[src/rtl/nmr_cpmg_sequencer.sv]
// rtl/nmr_cpmg_sequencer.sv - multi-scan CPMG pulse sequencer with T1 prep, echo skip and acquisition windows
// Optional NMR_SEQ_XY4_EN: P180 phase alternates y/x by echo index instead of constant y.
module nmr_cpmg_sequencer #(
  parameter int DATABUS_WIDTH = 32,
  parameter int PHASE_W       = 2
) (
  input  logic                     PULSEPROG_CLK,
  input  logic                     RESET_N,
  input  logic                     START,
  input  logic                     ABORT,
  input  logic [DATABUS_WIDTH-1:0] T1_PULSE180,
  input  logic [DATABUS_WIDTH-1:0] T1_DELAY,
  input  logic [DATABUS_WIDTH-1:0] PULSE90,
  input  logic [DATABUS_WIDTH-1:0] DELAY_NO_ACQ,
  input  logic [DATABUS_WIDTH-1:0] PULSE180,
  input  logic [DATABUS_WIDTH-1:0] DELAY_WITH_ACQ,
  input  logic [DATABUS_WIDTH-1:0] ECHO_PER_SCAN,
  input  logic [DATABUS_WIDTH-1:0] ECHO_SKIP,
  input  logic [DATABUS_WIDTH-1:0] RX_DELAY,
  input  logic [DATABUS_WIDTH-1:0] SAMPLES_PER_ECHO,
  input  logic [DATABUS_WIDTH-1:0] SCAN_COUNT,
  input  logic [DATABUS_WIDTH-1:0] SCAN_DELAY,
  input  logic                     PHASE_CYCLE,
  output logic                     FSMSTAT,
  output logic                     DONE,
  output logic                     TX_PULSE_EN,
  output logic [PHASE_W-1:0]       TX_PHASE,
  output logic                     EN_RX,
  output logic                     ACQ_WND,
  output logic [DATABUS_WIDTH-1:0] ECHO_IDX,
  output logic [DATABUS_WIDTH-1:0] SCAN_IDX
);

  localparam int DBW = DATABUS_WIDTH;
  localparam logic [DBW-1:0] L_ONE = {{(DBW-1){1'b0}}, 1'b1};
  localparam logic [PHASE_W-1:0] L_PH_X  = '0;
  localparam logic [PHASE_W-1:0] L_PH_Y  = PHASE_W'(1);
  localparam logic [PHASE_W-1:0] L_PH_MX = PHASE_W'(2);

  localparam logic [3:0] S_IDLE = 4'd0;
  localparam logic [3:0] S_T1P  = 4'd1;
  localparam logic [3:0] S_T1D  = 4'd2;
  localparam logic [3:0] S_P90  = 4'd3;
  localparam logic [3:0] S_DNA  = 4'd4;
  localparam logic [3:0] S_P180 = 4'd5;
  localparam logic [3:0] S_DACQ = 4'd6;
  localparam logic [3:0] S_SDLY = 4'd7;
  // Pseudo-state for "scan finished"; resolved before registering, never stored.
  localparam logic [3:0] S_END  = 4'd8;

  logic [3:0]         r_state;
  logic [DBW-1:0]     r_cnt;
  logic [DBW-1:0]     r_echo_idx;
  logic [DBW-1:0]     r_scan_idx;
  logic               r_fsmstat;
  logic               r_done;
  logic               r_tx;
  logic [PHASE_W-1:0] r_phase;
  logic               r_rx;
  logic               r_acq;

  logic [DBW-1:0]     w_dur;
  logic               w_last_tick;
  logic               w_echo_zero;
  logic               w_more_echo;
  logic               w_last_scan;
  logic [3:0]         w_post_echo;
  logic [3:0]         w_echo_first;
  logic [3:0]         w_echo_end;
  logic [3:0]         w_after_dna;
  logic [3:0]         w_after_p90;
  logic [3:0]         w_after_t1d;
  logic [3:0]         w_after_t1p;
  logic [3:0]         w_scan_entry;

  logic [3:0]         w_tgt;
  logic               w_take;
  logic               w_inc_echo;
  logic [3:0]         w_nxt_state;
  logic [DBW-1:0]     w_nxt_cnt;
  logic [DBW-1:0]     w_nxt_echo;
  logic [DBW-1:0]     w_nxt_scan;
  logic               w_nxt_done;
  logic               w_nxt_rx;
  logic               w_nxt_acq;
  logic [PHASE_W-1:0] w_nxt_phase;
  logic [PHASE_W-1:0] w_p180_phase;

  always_comb begin
    w_dur = '0;
    case (r_state)
      S_T1P:   w_dur = T1_PULSE180;
      S_T1D:   w_dur = T1_DELAY;
      S_P90:   w_dur = PULSE90;
      S_DNA:   w_dur = DELAY_NO_ACQ;
      S_P180:  w_dur = PULSE180;
      S_DACQ:  w_dur = DELAY_WITH_ACQ;
      S_SDLY:  w_dur = SCAN_DELAY;
      default: w_dur = '0;
    endcase
  end

  assign w_last_tick = (r_cnt == (w_dur - L_ONE));
  assign w_more_echo = ((r_echo_idx + L_ONE) < ECHO_PER_SCAN);
  assign w_last_scan = (SCAN_COUNT <= L_ONE) || (r_scan_idx >= (SCAN_COUNT - L_ONE));

  // Successor chain: each entry names the first state with nonzero duration.
  assign w_echo_zero  = (PULSE180 == '0) && (DELAY_WITH_ACQ == '0);
  assign w_post_echo  = (SCAN_DELAY != '0) ? S_SDLY : S_END;
  assign w_echo_first = (PULSE180 != '0) ? S_P180 : S_DACQ;
  assign w_echo_end   = w_more_echo ? w_echo_first : w_post_echo;
  assign w_after_dna  = ((ECHO_PER_SCAN != '0) && !w_echo_zero) ? w_echo_first : w_post_echo;
  assign w_after_p90  = (DELAY_NO_ACQ != '0) ? S_DNA : w_after_dna;
  assign w_after_t1d  = (PULSE90 != '0) ? S_P90 : w_after_p90;
  assign w_after_t1p  = (T1_DELAY != '0) ? S_T1D : w_after_t1d;
  assign w_scan_entry = (T1_PULSE180 != '0) ? S_T1P : w_after_t1d;

  always_comb begin
    w_tgt       = r_state;
    w_take      = 1'b0;
    w_inc_echo  = 1'b0;
    w_nxt_state = r_state;
    w_nxt_cnt   = r_cnt;
    w_nxt_echo  = r_echo_idx;
    w_nxt_scan  = r_scan_idx;
    w_nxt_done  = 1'b0;
    if (ABORT) begin
      w_nxt_state = S_IDLE;
      w_nxt_cnt   = '0;
    end else if (r_state == S_IDLE) begin
      if (START) begin
        w_tgt      = w_scan_entry;
        w_take     = 1'b1;
        w_nxt_echo = '0;
        w_nxt_scan = '0;
      end
    end else if (w_last_tick) begin
      w_take = 1'b1;
      case (r_state)
        S_T1P:   w_tgt = w_after_t1p;
        S_T1D:   w_tgt = w_after_t1d;
        S_P90:   w_tgt = w_after_p90;
        S_DNA:   w_tgt = w_after_dna;
        S_P180: begin
          w_tgt      = (DELAY_WITH_ACQ != '0) ? S_DACQ : w_echo_end;
          w_inc_echo = (DELAY_WITH_ACQ == '0) && w_more_echo;
        end
        S_DACQ: begin
          w_tgt      = w_echo_end;
          w_inc_echo = w_more_echo;
        end
        S_SDLY:  w_tgt = S_END;
        default: w_tgt = S_IDLE;
      endcase
    end else begin
      w_nxt_cnt = r_cnt + L_ONE;
    end

    if (w_take) begin
      w_nxt_cnt = '0;
      if (w_inc_echo) w_nxt_echo = r_echo_idx + L_ONE;
      if (w_tgt == S_END) begin
        // A scan of zero total length cannot be repeated meaningfully; finish instead.
        if (w_last_scan || (r_state == S_IDLE) || (w_scan_entry == S_END)) begin
          w_nxt_state = S_IDLE;
          w_nxt_done  = 1'b1;
        end else begin
          w_nxt_state = w_scan_entry;
          w_nxt_scan  = r_scan_idx + L_ONE;
          w_nxt_echo  = '0;
        end
      end else begin
        w_nxt_state = w_tgt;
      end
    end
  end

`ifdef NMR_SEQ_XY4_EN
  assign w_p180_phase = w_nxt_echo[0] ? L_PH_X : L_PH_Y;
`else
  assign w_p180_phase = L_PH_Y;
`endif

  assign w_nxt_rx  = (w_nxt_state == S_DACQ) && (w_nxt_echo >= ECHO_SKIP);
  assign w_nxt_acq = w_nxt_rx && (w_nxt_cnt >= RX_DELAY) &&
                     ((w_nxt_cnt - RX_DELAY) < SAMPLES_PER_ECHO);

  always_comb begin
    w_nxt_phase = r_phase;
    case (w_nxt_state)
      S_T1P:   w_nxt_phase = L_PH_X;
      S_P90:   w_nxt_phase = (PHASE_CYCLE && w_nxt_scan[0]) ? L_PH_MX : L_PH_X;
      S_P180:  w_nxt_phase = w_p180_phase;
      default: w_nxt_phase = r_phase;
    endcase
  end

  always_ff @(posedge PULSEPROG_CLK or negedge RESET_N) begin
    if (!RESET_N) begin
      r_state    <= S_IDLE;
      r_cnt      <= '0;
      r_echo_idx <= '0;
      r_scan_idx <= '0;
      r_fsmstat  <= 1'b0;
      r_done     <= 1'b0;
      r_tx       <= 1'b0;
      r_phase    <= '0;
      r_rx       <= 1'b0;
      r_acq      <= 1'b0;
    end else begin
      r_state    <= w_nxt_state;
      r_cnt      <= w_nxt_cnt;
      r_echo_idx <= w_nxt_echo;
      r_scan_idx <= w_nxt_scan;
      r_fsmstat  <= (w_nxt_state != S_IDLE);
      r_done     <= w_nxt_done;
      r_tx       <= (w_nxt_state == S_T1P) || (w_nxt_state == S_P90) || (w_nxt_state == S_P180);
      r_phase    <= w_nxt_phase;
      r_rx       <= w_nxt_rx;
      r_acq      <= w_nxt_acq;
    end
  end

  assign FSMSTAT     = r_fsmstat;
  assign DONE        = r_done;
  assign TX_PULSE_EN = r_tx;
  assign TX_PHASE    = r_phase;
  assign EN_RX       = r_rx;
  assign ACQ_WND     = r_acq;
  assign ECHO_IDX    = r_echo_idx;
  assign SCAN_IDX    = r_scan_idx;

endmodule

[config.mk]
export PLATFORM = sky130hd
export DESIGN_NAME = nmr_cpmg_sequencer
export DESIGN_NICKNAME = d
export VERILOG_FILES = /design/src/rtl/nmr_cpmg_sequencer.sv
export SDC_FILE = /design/constraint.sdc
export NUM_CORES = 1
export LEC_CHECK = 0
export CAP_MARGIN = 30
export CELL_PAD_IN_SITES_DETAIL_PLACEMENT = 1
export CELL_PAD_IN_SITES_GLOBAL_PLACEMENT = 2
export CORE_ASPECT_RATIO = 1.5
export CORE_UTILIZATION = 27
export DETAILED_ROUTE_END_ITERATION = 10
export PLACE_DENSITY_LB_ADDON = 0.25
export REMOVE_ABC_BUFFERS = 1
export SETUP_SLACK_MARGIN = 0.05
export SLEW_MARGIN = 5
export SYNTH_ARGS = -nofsm -noshare
export SYNTH_HDL_FRONTEND = slang
export SYNTH_SLANG_ARGS = --single-unit
[constraint.sdc]
create_clock -name PULSEPROG_CLK -period 11.6 [get_ports PULSEPROG_CLK]
set_clock_uncertainty 0.15 [all_clocks]
set_input_delay 3.48 -clock PULSEPROG_CLK [delete_from_list [all_inputs] [get_ports PULSEPROG_CLK]]
set_output_delay 3.48 -clock PULSEPROG_CLK [all_outputs]
set_load 0.01 [all_outputs]
-- After elaboration in Yosys (flattened, before gate mapping)
Cells that the tools add are included.
W data, S select, Z words.
- bits in registers: 107
- input bits: 389
- logic and storage cells: 111
- output and inout port bits: 71
- $add $sub $neg: 6
- magnitude comparators: 6
- eq/ne operators: 14
- reduce and logical (&&, ||, !) cells: 26
- mux-type cells: 49
- operator list (operator ; count):
    $mux W32 ; 17
    $reduce_bool A32 Y1 ; 8
    $pmux W32 S7 ; 1
    $add A32 B1 Y32 const B ; 3
    $ge A32 B32 Y1 ; 3
    $logic_not A32 Y1 ; 2
    $lt A32 B32 Y1 ; 2
    $mux W4 ; 16
    $sub A32 B1 Y32 const B ; 2
    $eq A32 B32 Y1 ; 1
    $le A32 B1 Y1 const B ; 1
    $sub A32 B32 Y32 ; 1
    $pmux W4 S7 ; 1
    $eq A4 B3 Y1 const B ; 6
    $eq A4 B2 Y1 const B ; 3
    $mux W1 ; 10
    $eq A4 B1 Y1 const B ; 2
    $eq A4 B4 Y1 const B ; 2
    $logic_and A1 B1 Y1 ; 7
    $pmux W2 S3 ; 1
    $logic_or A1 B1 Y1 ; 5
    $logic_not A4 Y1 ; 1
    $mux W2 ; 2
    $reduce_bool A4 Y1 ; 1
    3 further kinds ; 3

-- Logic depth before layout (Yosys ltp)
Gate-level depths: netlist of the first run.
- depth after elaboration: 19
- mapped depth: 43
- mapped depth without buffers: 39

-- Least setup slack after synthesis of the first run
No wires, ideal clock.
- path type: input -> register
- from: input SCAN_DELAY[2]
- to: register r_acq, in the netlist ACQ_WND
- arrival: 12.025 ns
- path buffers: 2
- setup slack: -0.681 ns
- stages: 37
- setup time: 0.105 ns
- path through: mux2_1 a222oi_1 a21boi_2 nand4_1 or2_1 or4_4 or4_1 a2111o_1 or2_1 clkbuf_1 nand4_1 clkbuf_1 nor2_1 xnor2_1 nor2_1 ha_1 a21o_1 a21o_1 or3b_2 o211a_1 o31a_1 o41ai_1 o21ai_0 o41ai_1 o211a_1 o21bai_1 a21oi_1 xnor2_1 ha_1 nand4_1 or2_2 nor2_1 a221oi_1 o221ai_1 nor4_1 a21oi_1 nor4b_1
- elaborated cells between the ends (all ways): 45
- classes of those cells: 2 x add/sub; 3 x order compare; 4 x eq/ne; 31 x mux; 5 x reduce/logical
- RTL lines (item ; RTL line ; source):
    start: declaration ; 22 ; input logic [DATABUS_WIDTH-1:0] SCAN_DELAY,
    $pmux W32 S7 * ; 91 ; case (r_state)
    $sub A32 B1 Y32 * ; 103 ; assign w_last_tick = (r_cnt == (w_dur - L_ONE));
    $eq A32 B32 Y1 * ; 103 ;
    $mux W32 / $mux W1 (equally long branches) ; 137 ; end else if (w_last_tick) begin
    $mux W32 / $mux W1 (equally long branches) ; 130 ; end else if (r_state == S_IDLE) begin
    $mux W32 / $mux W1 (equally long branches) ; 127 ; if (ABORT) begin
    $mux W32 * ; 159 ; if (w_take) begin
    net w_nxt_cnt[8] ; 80 ; logic [DBW-1:0] w_nxt_cnt;
    $sub A32 B32 Y32 / $ge A32 B32 Y1 (equally long branches) ; 186, 185 ;
    $lt A32 B32 Y1 / $logic_and A1 B1 Y1 (equally long branches) ; 186, 185 ;
    $logic_and A1 B1 Y1 * ; 185 ; assign w_nxt_acq = w_nxt_rx && (w_nxt_cnt >= RX_DELAY) &&
    net w_nxt_acq ; 85 ; logic w_nxt_acq;
    end signal: assignment ; 220 ; r_acq <= w_nxt_acq;
    end: declaration ; 60 ; logic r_acq;
Mark *: on every way through the listed nets, which the timed path passes. The rest lies on a longest branch.
A chain may end at the register's enable or synchronous reset.

-- Worst setup path in the final report of the first run
- from: input SCAN_DELAY[7]
- to: register r_acq, in the netlist ACQ_WND
Same word-level chain as after synthesis.

==> insert_results.sql, run 1 <==
INSERT INTO impl_metrics (metric_group, metric, value, unit) VALUES
('status', 'violations', 'setup timing', ''),
('clock_network', 'clock_path_buffers', '2', ''),
('cells_and_area', 'multiInputGateArea', '0.01206', 'mm^2'),
('worst_setup_path', 'endpoint_kind', 'flop', ''),
('logic_synthesis', 'synth.cells.most_frequent', 'sky130_fd_sc_hd__ha_1 (165), sky130_fd_sc_hd__inv_1 (164), sky130_fd_sc_hd__nor2_1 (139)', ''),
('floorplanning', 'core_area', '0.05478', 'mm^2'),
('logic_synthesis', 'post_synth_main_area_contributors', 'sky130_fd_sc_hd__dfrtp_1 (18%), sky130_fd_sc_hd__ha_1 (14%), sky130_fd_sc_hd__xnor2_1 (5.3%)', ''),
('timing', 'relSlewSlack', '0.2579', ''),
('timing', 'setup_viol_count_final', '1', ''),
('placed_design', 'detailed_place.area', '0.02240', 'mm^2'),
('logic_synthesis', 'synth.lib_cells_used.distinct', '91', ''),
('route', 'drc_viols', '0', ''),
('logic_synthesis', 'synthMostInstantiatedCell', 'sky130_fd_sc_hd__ha_1', ''),
('pwr', 'overall_power', '1.224', 'mW'),
('clock_network', 'tritoncts', 'yes', ''),
('clock_network', 'cts.reportedPaths.clkPinSlew', '0.09', 'ns'),
('floorplanning', 'design.die.area', '0.05659', 'mm^2'),
('worst_setup_path', 'reg2reg_depth', '43', ''),
('route', 'drt_pass1_iterations', '5', ''),
('worst_setup_path', 'critical_path.slowest_cell', 'sky130_fd_sc_hd__or4_1', ''),
('clock_network', 'cts.htree.levels', '3', ''),
('timing', 'grt_setup_unrepaired', 'true', ''),
('worst_setup_path', 'critical_path.max_fanout', '5', ''),
('grt', 'grt-ovfl-total', '0', ''),
('timing', 'setup_ws', '-0.4028', 'ns'),
('cells_and_area', 'fraction_of_final_layout_cells_sized_beyond_drive_strength_1', '0.1934', ''),
('grt', 'grt_pass1_wl', '118500', 'um'),
('route', 'drt-wirelength-per-cell', '24.20', 'um'),
('timing', 'min_period', '12.00', 'ns'),
('route', 'first_iter_violations', '898', ''),
('route', 'antenna_left', '0', ''),
('worst_setup_path', 'critical_path_arrival', '12.15', 'ns'),
('cells_and_area', 'final_area', '0.02377', 'mm^2'),
('placed_design', 'hpwl_after_detailed_placement', '69460', 'um'),
('timing', 'fmaxAchievable', '0.08331', 'GHz'),
('status', 'outcome', 'finished with violations', ''),
('floorplanning', 'pin_count', '460', ''),
('cells_and_area', 'nFillCells', '6546', ''),
('logic_synthesis', 'synth-edff-count', '0', ''),
('floorplanning', 'die_h', '290.9', 'um'),
('floorplanning', 'floorplan.initialDensity', '0.2741', ''),
('logic_synthesis', 'dominantRegCellSynth', 'sky130_fd_sc_hd__dfrtp_1', ''),
('logic_synthesis', 'syn_area', '0.01502', 'mm^2'),
('route', 'routed_wirelength', '81270', 'um'),
('pwr', 'total_leakage_power', '11.09', 'nW'),
('timing', 'worst_pin_slew', '1.108', 'ns'),
('logic_synthesis', 'warnings_from_yosys', '0', ''),
('cells_and_area', 'synthToLayoutAreaGrowth', '58.27', '%'),
('min_path', 'hold-path-endpoint', 'TX_PHASE[1]$_DFFE_PN0P_', ''),
('worst_setup_path', 'crit_path_start_kind', 'input pin', ''),
('cells_and_area', 'post-route-util', '0.4339', ''),
('grt', 'global_route.usage.total', '0.2779', ''),
('logic_synthesis', 'post-synth-top-area-fraction', '0.1783', ''),
('timing', 'hold_viol', '0', ''),
('clock_network', 'insertion_delay_to_the_later_sink_of_the_worst_skew_pair', '0.40', 'ns'),
('flow_run', 'max_cap_violations', '0', ''),
('logic_synthesis', 'syn-instance-count', '1929', ''),
('clock_network', 'ctsRootBufferMaster', 'sky130_fd_sc_hd__clkbuf_16', ''),
('cells_and_area', 'fin_nets', '3198', ''),
('floorplanning', 'die_span_in_x', '194.6', 'um'),
('min_path', 'worstHoldPathCells', '2', ''),
('route', 'dr_vias', '18350', ''),
('logic_synthesis', 'top_cell_type_by_total_area_after_synthesis', 'sky130_fd_sc_hd__dfrtp_1', ''),
('pwr', 'power.density', '51.48', 'mW/mm^2'),
('min_path', 'hold_path_class', 'reg -> reg', ''),
('worst_setup_path', 'worstPathRequired', '11.74', 'ns'),
('floorplanning', 'std_cell_rows', '105', ''),
('worst_setup_path', 'r2r_setup_slack', '1.56', 'ns'),
('clock_network', 'clock_sink_count', '107', ''),
('clock_network', 'cts_inserted_buffers', '9', ''),
('timing', 'final.period_utilization', '1.035', '');
==> through the flow <==
step | hold WS (ns) | worst slack (ns) | cells
after global placement | 0.3666 | -1.371 | 3300
after global routing | 0.4425 | -0.7516 | 3356
after detailed placement | 0.3997 | -1.556 | 3301
final | 0.4076 | -0.4028 | 3358
after CTS | 0.4113 | -0.6458 | 3318
after floorplan | 0.3935 | -1.266 | 1856
==> critical path, delay by kind of cell <==
kind | cells | cell delay [ns]
muxes | 1 | 0.22
buffers and inverters | 4 | 0.92
adders and majority gates | 2 | 0.57
AOI/OAI and AO/OA | 16 | 3.19
and+or+nand+nor | 14 | 3.39
xor gates and xnor gates | 3 | 0.37
==> cell usage in the layout, fill, tap and decap left out, drive strengths merged, types with 87 or more instances in the layout <==
| master | instances |
|---|---|
| clkdlybuf4s50 | 393 |
| buf | 320 |
| inv | 167 |
| ha | 165 |
| nor2 | 139 |
| nand2 | 123 |
| dfrtp | 107 |
| o21ai | 106 |
| xnor2 | 91 |
| a21oi | 87 |
==> sequential cells by signal, indices dropped and copies added (netlist names) <==
signal       count
TX_PHASE         2
DONE             1
EN_RX            1
ACQ_WND          1
TX_PULSE_EN      1
r_cnt           32
FSMSTAT          1
r_state          4
ECHO_IDX        32
SCAN_IDX        32
==> how the worst max path moves through the flow <==
stage | slack (ns) | to | from | cells past startpoint
floorplan | -1.27 | ACQ_WND$_DFF_PN0_ | SCAN_DELAY[4] | 36
global placement | -1.37 | ACQ_WND$_DFF_PN0_ | SCAN_DELAY[2] | 41
detailed placement | -1.56 | ACQ_WND$_DFF_PN0_ | SCAN_DELAY[2] | 41
CTS | -0.65 | ACQ_WND$_DFF_PN0_ | SCAN_DELAY[2] | 41
global route | -0.75 | ACQ_WND$_DFF_PN0_ | SCAN_DELAY[7] | 40
finish | -0.40 | ACQ_WND$_DFF_PN0_ | SCAN_DELAY[7] | 40
==> timing repair <==
item                                    in CTS  in global routing
pin swaps                                    3                 72
endpoints found under the hold margin        0                  0
buffers inserted                             1                 25
resized for setup                           20                187
endpoints found under the setup margin       2                  2
==> where the power goes <==
part	switching [mW]	leakage [nW]	internal, mW
sequential	0.00225	1.49	0.375
combinational	0.233	9.46	0.276
clock	0.183	0.146	0.154
total	0.418	11.1	0.805
==> cell type report <==
| cell class | instances | area share |
|---|---|---|
| Antenna cell | 15 | 0.001579 |
| Inverter | 165 | 0.02606 |
| Multi-Input combinational cell | 1584 | 0.5075 |
| Tap cell | 695 | 0.03658 |
| Clock buffer | 9 | 0.009475 |
| Clock inverter | 7 | 0.003369 |
| Timing Repair Buffer | 776 | 0.3027 |
| Sequential cell | 107 | 0.1128 |
==> cells by family (layout without fill, tap and decap cells) <==
family / Yosys count / count (layout) / synth area share
AO/OA/AOI/OAI: 500 / 500 / 0.2342
XOR/XNOR: 142 / 142 / 0.08281
adder cells (fa/ha/maj): 166 / 166 / 0.1388
buffers and inverters: 238 / 957 / 0.06390
flip-flops: 107 / 107 / 0.1783
multiplexers: 74 / 74 / 0.05232
other: 0 / 15 / 0
AND/OR/NAND/NOR: 702 / 702 / 0.2497
==> routing by layer <==
metal	global-route usage	routed length [um]	vias up
met5	0	37	-
met4	0.1355	3845	6
met3	0.03082	3738	141
met2	0.5248	42750	577
met1	0.3041	30900	8993
li1	-	-	8629
Power figures use the tool's default switching activity.
==> inputs of run 2 (changes only) <==
- ABC_AREA: not set -> 1
- CORE_UTILIZATION: 27 -> 23
- clock period: 11.6 -> 10.4 ns (I/O delays scaled with it)
==> run 2 against run 1 <==
Net effect:
- the run now ends clean
- synthesized cell count increased by 45%
- sequential share of layout area fell by 0.058 points
- critical endpoint unchanged
- sequential cell count stayed put
- largest cell class unchanged
- final cell count grew 28%
- largest power group unchanged
- clock-buffer cell count grew 3
==> insert_results.sql, run 2 <==
INSERT INTO impl_metrics (metric_group, metric, value, unit) VALUES
('worst_setup_path', 'critical_path.max_fanout', '6', ''),
('clock_network', 'clock_path_buffers', '2', ''),
('clock_network', 'clock_sink_count', '107', ''),
('grt', 'global_route.usage.total', '0.2411', ''),
('logic_synthesis', 'syn_area', '0.01669', 'mm^2'),
('floorplanning', 'die_span_in_x', '222.0', 'um'),
('floorplanning', 'pin_count', '460', ''),
('worst_setup_path', 'critical_path.slowest_cell', 'sky130_fd_sc_hd__clkdlybuf4s50_1', ''),
('pwr', 'total_leakage_power', '12.12', 'nW'),
('clock_network', 'insertion_delay_to_the_later_sink_of_the_worst_skew_pair', '0.39', 'ns'),
('timing', 'grt_setup_unrepaired', 'false', ''),
('grt', 'antenna_found_initial', '25', ''),
('route', 'drt_pass1_iterations', '4', ''),
('timing', 'hold_viol', '0', ''),
('worst_setup_path', 'critical_path_arrival', '9.93', 'ns'),
('placed_design', 'detailed_place.area', '0.02342', 'mm^2'),
('placed_design', 'placed_cells', '4271', ''),
('placed_design', 'gp_routability_congestion', '0.9452', ''),
('worst_setup_path', 'critPathMostFrequentCell', 'sky130_fd_sc_hd__nand2_1', ''),
('logic_synthesis', 'proportion_of_synthesized_chip_area_in_sequential_cells', '0.1604', ''),
('pwr', 'power.density', '64.84', 'mW/mm^2'),
('pwr', 'vdd.ir_drop.worst', '0.07344', 'mV'),
('cells_and_area', 'area_used_by_sequential_logic_in_the_layout', '0.002678', 'mm^2'),
('cells_and_area', 'final_common_cell', 'sky130_fd_sc_hd__nand2_1', ''),
('logic_synthesis', 'syn-instance-count', '2794', ''),
('worst_setup_path', 'endpoint_kind', 'flop', ''),
('cells_and_area', 'mostFrequentLayoutCells', 'sky130_fd_sc_hd__nand2_1 (627), sky130_fd_sc_hd__inv_1 (459), sky130_fd_sc_hd__clkdlybuf4s50_1 (458), sky130_fd_sc_hd__nor2_1 (310), sky130_fd_sc_hd__nand3_1 (302)', ''),
('worst_setup_path', 'crit_path_max_incr_delay', '0.52', 'ns'),
('logic_synthesis', 'warnings_from_yosys', '0', ''),
('timing', 'min_period', '9.760', 'ns'),
('logic_synthesis', 'post_synth_main_area_contributors', 'sky130_fd_sc_hd__dfrtp_1 (16%), sky130_fd_sc_hd__nand2_1 (14%), sky130_fd_sc_hd__ha_1 (12%)', ''),
('timing', 'relSlewSlack', '0.3808', ''),
('grt', 'grt_pass1_wl', '135100', 'um'),
('timing', 'setup_viol_count_final', '0', ''),
('logic_synthesis', 'synth.cells.most_frequent', 'sky130_fd_sc_hd__nand2_1 (628), sky130_fd_sc_hd__inv_1 (459), sky130_fd_sc_hd__nor2_1 (313)', ''),
('route', 'first_iter_violations', '841', ''),
('cells_and_area', 'final-instance-count-excl-fill', '4300', ''),
('status', 'outcome', 'finished clean', ''),
('route', 'dr_vias', '20890', ''),
('logic_synthesis', 'synthArstFlopShare', '1.000', ''),
('timing', 'final.period_utilization', '0.9385', ''),
('logic_synthesis', 'top_cell_type_by_total_area_after_synthesis', 'sky130_fd_sc_hd__dfrtp_1', ''),
('placed_design', 'port-buffer-count', '459', ''),
('cells_and_area', 'fraction_of_final_layout_cells_sized_beyond_drive_strength_1', '0.07736', ''),
('logic_synthesis', 'synth.ff_latch_count', '107', ''),
('route', 'drc_viols', '0', ''),
('floorplanning', 'std_cell_rows', '120', ''),
('clock_network', 'ctsRootBufferMaster', 'sky130_fd_sc_hd__clkbuf_16', ''),
('floorplanning', 'core_area', '0.07162', 'mm^2'),
('clock_network', 'tritoncts', 'yes', ''),
('worst_setup_path', 'timing.setup.critical_path_class', 'in -> reg', ''),
('clock_network', 'cts-hold-fix-buffers', '0', ''),
('logic_synthesis', 'synth.lib_cells_used.distinct', '54', ''),
('grt', 'largest_net_degree_at_the_start_of_global_routing', '52', ''),
('floorplanning', 'design.die.area', '0.07368', 'mm^2'),
('logic_synthesis', 'syn_area_per_cell', '5.975', 'um^2'),
('cells_and_area', 'nFillCells', '9219', ''),
('flow_run', 'max_cap_violations', '0', ''),
('timing', 'slew_violations', '0', ''),
('cells_and_area', 'final_area', '0.02387', 'mm^2'),
('floorplanning', 'floorplan.initialDensity', '0.2331', ''),
('grt', 'grt-ovfl-total', '0', ''),
('logic_synthesis', 'synthMostInstantiatedCell', 'sky130_fd_sc_hd__nand2_1', ''),
('floorplanning', 'die_h', '332.0', 'um'),
('logic_synthesis', 'post-synth-top-area-fraction', '0.1604', ''),
('route', 'via_per_inst', '4.858', ''),
('worst_setup_path', 'crit_family', 'simple AND/OR/NAND/NOR gates', ''),
('logic_synthesis', 'dominantRegCellSynth', 'sky130_fd_sc_hd__dfrtp_1', ''),
('logic_synthesis', 'synth-edff-count', '0', ''),
('cells_and_area', 'fin_nets', '3924', ''),
('worst_setup_path', 'critical_path.n_buffers_inverters', '8', ''),
('route', 'antenna_left', '0', ''),
('worst_setup_path', 'crit_path_start_kind', 'input pin', ''),
('clock_network', 'cts.reportedPaths.clkPinSlew', '0.09', 'ns'),
('grt', 'first_global_vias', '23240', ''),
('route', 'drt-wirelength-per-cell', '21.03', 'um'),
('cells_and_area', 'multiInputGateArea', '0.01201', 'mm^2'),
('clock_network', 'cts_inserted_buffers', '9', ''),
('clock_network', 'cts.htree.levels', '3', ''),
('min_path', 'hold_path_class', 'reg -> reg', ''),
('route', 'routed_wirelength', '90410', 'um'),
('cells_and_area', 'synthToLayoutAreaGrowth', '42.99', '%'),
('timing', 'fmaxAchievable', '0.1025', 'GHz'),
('timing', 'worst_pin_slew', '0.9266', 'ns'),
('placed_design', 'hpwl_after_detailed_placement', '78940', 'um'),
('worst_setup_path', 'worstPathRequired', '10.57', 'ns');
==> run 2: kinds of logic after synthesis <==
group                    Yosys count  share of synthesized area
AO/OA/AOI/OAI                    321                     0.1097
adder cells (fa/ha/maj)          166                     0.1249
multiplexers                       1                  0.0005996
flip-flops                       107                     0.1604
buffers and inverters            544                     0.1275
XOR/XNOR                         136                    0.07135
AND/OR/NAND/NOR                 1519                     0.4056
==> run 2: path summary, 6_finish.rpt <==
kind,from,to,depth (start not counted),slack [ns]
min in group asynchronous,RESET_N,SCAN_IDX[5]$_DFF_PN0_,1,2.44
worst max register to register,ECHO_IDX[0]$_DFF_PN0_,EN_RX$_DFF_PN0_,48,1.27
worst min-delay path,TX_PHASE[0]$_DFFE_PN0P_,TX_PHASE[0]$_DFFE_PN0P_,2,0.35
max in group asynchronous,RESET_N,r_cnt[2]$_DFF_PN0_,3,6.03
worst max-delay path,T1_PULSE180[1],ACQ_WND$_DFF_PN0_,44,0.64
worst min register to register,TX_PHASE[0]$_DFFE_PN0P_,TX_PHASE[0]$_DFFE_PN0P_,2,0.35
==> run 2: final cells by class <==
class,count,share of cell area
antenna,11,0.001153
clock buffer,12,0.01116
clock inverter,4,0.001572
inverter,481,0.07564
multi-input combinational,2143,0.5030
sequential,107,0.1122
tap,915,0.04796
timing repair buffer,627,0.2473
==> run 2: per-layer routing <==
metal | routed length [um] | global-route usage | share of wire | vias up
met5 | 172 | 0 | 0.0019 | -
li1 | - | - | - | 10330
met2 | 50430 | 0.4863 | 0.56 | 398
met4 | 3557 | 0.1045 | 0.039 | 28
met1 | 32480 | 0.2328 | 0.36 | 9985
met3 | 3776 | 0.04467 | 0.042 | 146
==> run 2: worst reg2reg max path: cells and delay by family, from the launching register on <==
| kind | cells | cell delay (ns) |
|---|---|---|
| buffers and inverters | 7 | 0.76 |
| flip-flops | 1 | 0.44 |
| XOR/XNOR | 1 | 0.20 |
| AND/OR/NAND/NOR | 30 | 5.46 |
| adder cells (fa/ha/maj) | 2 | 0.62 |
| AO/OA/AOI/OAI | 8 | 1.45 |
==> run 2: metrics by stage <==
stage	utilization	TNS (ns)	worst slack [ns]	hold slack, ns	power (mW)
finish	0.3333	0	0.6395	0.3467	1.548
global route	0.3333	0	0.08070	0.3973	1.651
CTS	0.3315	0	0.07961	0.3502	1.571
detailed placement	0.3270	-0.8916	-0.6665	0.3246	1.169
global placement	0.3270	-0.4516	-0.3667	0.3128	1.155
floorplan	-	-0.3210	-0.3210	0.3586	0.7507
==> run 2: repair_timing <==
action | in CTS | in global routing
pin swaps | 0 | 2
endpoints found under the setup margin | 1 | 2
endpoints found under the hold margin | 0 | 0
resized for setup | 6 | 24
setup buffers | 0 | 1
cloned | 0 | 0
==> run 2: power breakdown <==
| group | leakage [nW] | internal [mW] | switching [mW] |
|---|---|---|---|
| Clock | 0.152 | 0.188 | 0.199 |
| Combinational | 10.5 | 0.328 | 0.387 |
| Sequential | 1.48 | 0.425 | 0.0206 |
| Total | 12.1 | 0.941 | 0.607 |
